<file path="src/rtl/phase_avg_filter.sv">
// Window averager for phase-detector samples: reports mean and spread of each
// 2^LOG2_N-sample window and flags lock once consecutive means agree.
module phase_avg_filter #(
    parameter int unsigned LOG2_N     = 3,
    parameter int unsigned LOCK_TOL   = 4,
    parameter int unsigned LOCK_COUNT = 4
) (
    input  logic       i_clk,
    input  logic       i_rstn,
    input  logic [9:0] i_phase,
    input  logic       i_valid,
    input  logic       i_clear,
    output logic [9:0] o_avg,
    output logic [9:0] o_spread,
    output logic       o_avg_valid,
    output logic       o_locked
);

    localparam int unsigned AccW = 10 + LOG2_N;

    typedef enum logic {StNoHist, StTrack} state_t;

    state_t              r_state;
    logic [AccW-1:0]     r_acc;
    logic [LOG2_N-1:0]   r_cnt;
    logic [9:0]          r_min;
    logic [9:0]          r_max;
    logic [9:0]          r_prev;
    logic [3:0]          r_stable;
    logic [9:0]          r_avg;
    logic [9:0]          r_spread;
    logic                r_avg_valid;
    logic                r_locked;

    logic [AccW-1:0]     w_acc_next;
    logic [AccW-1:0]     w_shifted;
    logic [9:0]          w_mean;
    logic [9:0]          w_min_next;
    logic [9:0]          w_max_next;
    logic [9:0]          w_diff;
    logic [3:0]          w_stable_next;
    logic                w_last;

    always_comb begin
        w_acc_next = r_acc + AccW'(i_phase);
        w_shifted  = w_acc_next >> LOG2_N;
        w_mean     = w_shifted[9:0];
        w_min_next = (i_phase < r_min) ? i_phase : r_min;
        w_max_next = (i_phase > r_max) ? i_phase : r_max;
        w_last     = &r_cnt;
        w_diff     = (w_mean >= r_prev) ? (w_mean - r_prev) : (r_prev - w_mean);
        if (w_diff <= 10'(LOCK_TOL)) begin
            // Saturate so a long stable run does not wrap back below LOCK_COUNT.
            w_stable_next = (r_stable == 4'(LOCK_COUNT)) ? r_stable : r_stable + 4'd1;
        end else begin
            w_stable_next = 4'd0;
        end
    end

    always_ff @(posedge i_clk or negedge i_rstn) begin
        if (!i_rstn) begin
            r_state     <= StNoHist;
            r_acc       <= '0;
            r_cnt       <= '0;
            r_min       <= 10'h3ff;
            r_max       <= 10'd0;
            r_prev      <= 10'd0;
            r_stable    <= 4'd0;
            r_avg       <= 10'd0;
            r_spread    <= 10'd0;
            r_avg_valid <= 1'b0;
            r_locked    <= 1'b0;
        end else begin
            r_avg_valid <= 1'b0;
            if (i_clear) begin
                // Clear drops any coincident sample; avg/spread keep last values.
                r_state  <= StNoHist;
                r_acc    <= '0;
                r_cnt    <= '0;
                r_min    <= 10'h3ff;
                r_max    <= 10'd0;
                r_prev   <= 10'd0;
                r_stable <= 4'd0;
                r_locked <= 1'b0;
            end else if (i_valid) begin
                if (w_last) begin
                    r_avg       <= w_mean;
                    r_spread    <= w_max_next - w_min_next;
                    r_avg_valid <= 1'b1;
                    r_acc       <= '0;
                    r_cnt       <= '0;
                    r_min       <= 10'h3ff;
                    r_max       <= 10'd0;
                    r_prev      <= w_mean;
                    unique case (r_state)
                        StNoHist: begin
                            r_state  <= StTrack;
                            r_stable <= 4'd0;
                            r_locked <= 1'b0;
                        end
                        StTrack: begin
                            r_stable <= w_stable_next;
                            r_locked <= (w_stable_next == 4'(LOCK_COUNT));
                        end
                        default: r_state <= StNoHist;
                    endcase
                end else begin
                    r_acc <= w_acc_next;
                    r_cnt <= r_cnt + 1'b1;
                    r_min <= w_min_next;
                    r_max <= w_max_next;
                end
            end
        end
    end

    assign o_avg       = r_avg;
    assign o_spread    = r_spread;
    assign o_avg_valid = r_avg_valid;
    assign o_locked    = r_locked;

endmodule

</file>
<file path="config.mk">
export PLATFORM = sky130hd
export DESIGN_NAME = phase_avg_filter
export DESIGN_NICKNAME = d
export VERILOG_FILES = /design/src/rtl/phase_avg_filter.sv
export SDC_FILE = /design/constraint.sdc
export NUM_CORES = 1
export LEC_CHECK = 0
export CAP_MARGIN = 20
export CORE_ASPECT_RATIO = 0.75
export CORE_MARGIN = 10
export CORE_UTILIZATION = 60
export DETAILED_ROUTE_END_ITERATION = 10
export PLACE_DENSITY_LB_ADDON = 0.05
export REMOVE_ABC_BUFFERS = 1
export SLEW_MARGIN = 5
export SYNTH_ARGS = -nofsm -noshare
export SYNTH_HDL_FRONTEND = slang
export SYNTH_SLANG_ARGS = --single-unit
</file>
<file path="constraint.sdc">
create_clock -name i_clk -period 5.1 [get_ports i_clk]
set_clock_uncertainty 0.2 [all_clocks]
set_input_delay 1.02 -clock i_clk [delete_from_list [all_inputs] [get_ports i_clk]]
set_output_delay 1.02 -clock i_clk [all_outputs]
set_load 0.05 [all_outputs]
</file>
==> summary.md, run 1 <==
| Metric | Value |
|---|---|
| GRT Util Overall | `23.8%` |
| TritonCTS Buffers | `9` |
| Initial core utilization | `62.7%` |
| Rel. slew slack | `28.5%` |
| Highest clock rate | `0.193 GHz` |
| Post-synth top area share | `31.2%` |
| Largest net degree at the start of global routing | `74` |
| Total number of yosys warnings | `0` |
| Standard-cell rows | `28` |
| HPWL after DPL | `10400 um` |
| CP cell instances | `clkdlybuf4s50_1 > ha_1 > a211oi_2 > o31ai_2 > o21a_1 > o21ai_2 > xor2_2 > inv_2 > ha_4 > a2111o_1 > o32ai_4 > buf_6 > buf_6 > nand4_1 > a21oi_2 > nor2_2 > a2111oi_4 > buf_6 > a31oi_1 > o21ai_1` |
| First-pass GRT wire length | `24800 um` |
| DR vias | `4967` |
| Asr flop ratio synth | `100%` |
| Critical path class | `in -> reg` |
| R2r startpoint | `r_acc[0]` |
| Seq/Total Area, Yosys | `36.4%` |
| Routability cong. | `0.925` |
| Hold Path Class | `reg -> reg` |
| Synthesis-to-layout area growth | `38.0%` |
| Unrepaired setup endpoints after global routing | `true` |
| P_leak | `3.28 nW` |
| Max VDD drop | `0.259 mV` |
| Fin worst setup slack | `-77.5 ps` |
| DRC violations left | `0` |
| Most common cell after layout, fill and taps aside | `buf_4` |
| Final hold vios | `0` |
| Worst Path Arrival | `5240 ps` |
| Drt first pass iters | `4` |
| DRT antenna net count | `0` |
| Mapped Cells | `583` |
| Syn avg cell area | `8.67 um^2` |
| Most frequent cells in the layout | `buf_4 (115), nand2_1 (72), o21ai_0 (69)` |
| CTS tree | `done` |
| EDFF count, synth | `0` |
| Max Cap Violations | `0` |
| Worst Setup Start Kind | `input port` |
| Number of vias per cell | `5.93` |
| Total wire length | `16000 um` |
| Layout cells sized above 1 | `28.8%` |
| DR WL/cell | `19.1 um` |
| Ant diodes | `0` |
| WHS Path Cells | `2` |
| Worst Path Max Fanout | `7` |
| Total chip power | `2.32 mW` |
| Post-layout minimum cycle time | `5180 ps` |
| Clock root buffer | `clkbuf_16` |
| Num ports | `36` |
| Hold buffers post-CTS | `0` |
| Status | `finished, violations left` |
| Power per cell area | `332 nW/um^2` |
| CP required | `5160 ps` |
| Top post-synthesis cells by area | `dfrtp_1 (31%), ha_1 (15%), o21ai_0 (7.9%)` |
| Cell variety after synth | `60` |
| Hold Startpoint | `o_avg[7]` |
| Worst Setup SP | `i_phase[5]` |
| R2r setup slk | `290 ps` |
| H-tree depth | `3` |
| Setup violators final | `4` |
| Grt ovf | `0` |
| Worst hold endpoint | `o_avg[7]` |
| Max-slew violation count | `0` |
| Synth Register Bits | `73` |
| Failing checks | `setup timing` |
| FF-to-FF path depth | `23` |
| Buffers on Ports | `35` |
| CTS sink count | `73` |
| Period utilization | `102%` |
| Top FF cell, synth | `dfrtp_1` |
| Clock slew at reported path FFs | `60 ps` |
| DIE WIDTH | `126 um` |
| Crit path top cell by count | `buf_6` |
| Vias in the first global route | `5131` |
| Die Height | `99.5 um` |
| Setup TNS | `-112 ps` |
| Worst-path cell with the longest stage delay | `clkdlybuf4s50_1` |
| Worst R2R End | `r_stable[0]` |
| Setup crit end kind | `flop` |
| Antenna violations before repair | `0` |
| Final Net Count | `804` |
| Least-Margin Pin Slew | `1070 ps` |
| Clk_lat worst skew | `340 ps` |
| Core area | `8060 um^2` |
| Largest area contributor in the netlist | `dfrtp_1` |
| CP max stage delay | `520 ps` |
| Total die area | `12500 um^2` |
| Iteration-0 DRC Markers | `369` |
| Clk buf depth | `2` |
| Netlist Area Pre-Place | `5060 um^2` |
==> synth_stat cells, types with 3 or more instances <==
| master | instances |
|---|---|
| a31oi_1 | 4 |
| a22oi_1 | 9 |
| o21a_1 | 10 |
| xor2_1 | 9 |
| nor3_1 | 6 |
| nor2b_1 | 11 |
| a21o_1 | 10 |
| nor2_1 | 34 |
| nand2b_1 | 6 |
| and2_1 | 3 |
| nand4_1 | 3 |
| mux2i_1 | 4 |
| clkbuf_1 | 16 |
| xnor2_1 | 9 |
| inv_1 | 58 |
| nand2_1 | 72 |
| o21ai_0 | 80 |
| dfrtp_1 | 63 |
| a21oi_1 | 33 |
| dfstp_2 | 10 |
| nor4_1 | 6 |
| ha_1 | 61 |
| nand3_1 | 10 |
| o21ai_1 | 4 |
| o31ai_1 | 5 |
| a22o_1 | 3 |
==> worst max-delay path, delay by kind of cell <==
kind                       cells  cell delay, ps
AOI/OAI and AO/OA             10            2200
buffers and inverters          5            1040
adders and majority gates      2             470
xor gates and xnor gates       1             280
and+or+nand+nor                2             200
==> state kept, by name, indices dropped and copies added (netlist names), 3 cells and up <==
name	count
r_acc	13
r_cnt	3
o_avg	10
r_stable	4
r_prev	10
r_min	10
r_max	10
o_spread	10
==> worst max-delay path by stage <==
stage	depth (start not counted)	to	slack (ps)
after CTS	21	r_stable[0]	30
after global placement	23	r_stable[0]	-710
after detailed placement	25	r_stable[0]	-920
final	20	r_stable[0]	-80
after floorplan	16	o_spread[8]	-350
after global routing	20	r_stable[0]	-270
==> layer usage <==
metal / up-vias / track usage (%) / wire, um
li1: 2324 / - / -
met4: 0 / 9.52 / 443
met1: 2399 / 28.5 / 6750
met5: - / 0 / 0
met3: 52 / 5.78 / 1090
met2: 192 / 40.3 / 7690
==> repair_timing <==
action / 4_1_cts / 5_1_grt
setup buffers: 9 / 6
gates cloned: 0 / 0
resized for setup: 38 / 55
pin swaps: 27 / 39
setup endpoints to repair: 9 / 9
==> power breakdown <==
part	internal, mW	leakage (nW)	switching [mW]
registers	0.610	0.972	0.0190
logic	0.513	2.16	0.532
clock network	0.391	0.142	0.254
==> through the flow <==
step	cell area (um^2)	hold WS (ps)	utilization, %	instances	worst slack, ps
detailed placement	6230	270	77.4	806	-923
finish	6980	279	86.6	837	-77.5
global route	6980	322	86.6	837	-274
global placement	6230	260	77.4	806	-706
floorplan	4970	250	-	563	-353
CTS	6710	282	83.3	831	25.1
==> cell type report <==
cell class / count / area (um^2)
fill: 422 / 1080
inverter: 58 / 218
timing repair buffer: 153 / 1250
clock inverter: 5 / 55.1
clock buffer: 11 / 243
sequential: 73 / 1840
tap: 105 / 131
multi-input combinational: 432 / 3240
==> logic make-up (layout without fill, tap and decap cells) <==
kind of cell	Yosys count	after routing	share of synthesized area, %
AO/OA/AOI/OAI	184	184	22.9
AND/OR/NAND/NOR	162	162	14.7
buffers and inverters	78	227	5.96
flip-flops	73	73	36.4
adder cells (fa/ha/maj)	63	63	15.9
XOR/XNOR	18	18	3.12
multiplexers	5	5	1.01
(Power assumes the default switching activity.)
==> inputs of run 2 (changes only) <==
- CTS_CLUSTER_SIZE: not set -> 40
==> results of run 2 <==
Final layout, timing and power as in run 1 (identical DEF).
==> inputs of run 3 (changes only) <==
- SLEW_MARGIN: 5 -> 10
==> results of run 3 <==
Final layout, timing and power as in run 1 (identical DEF).
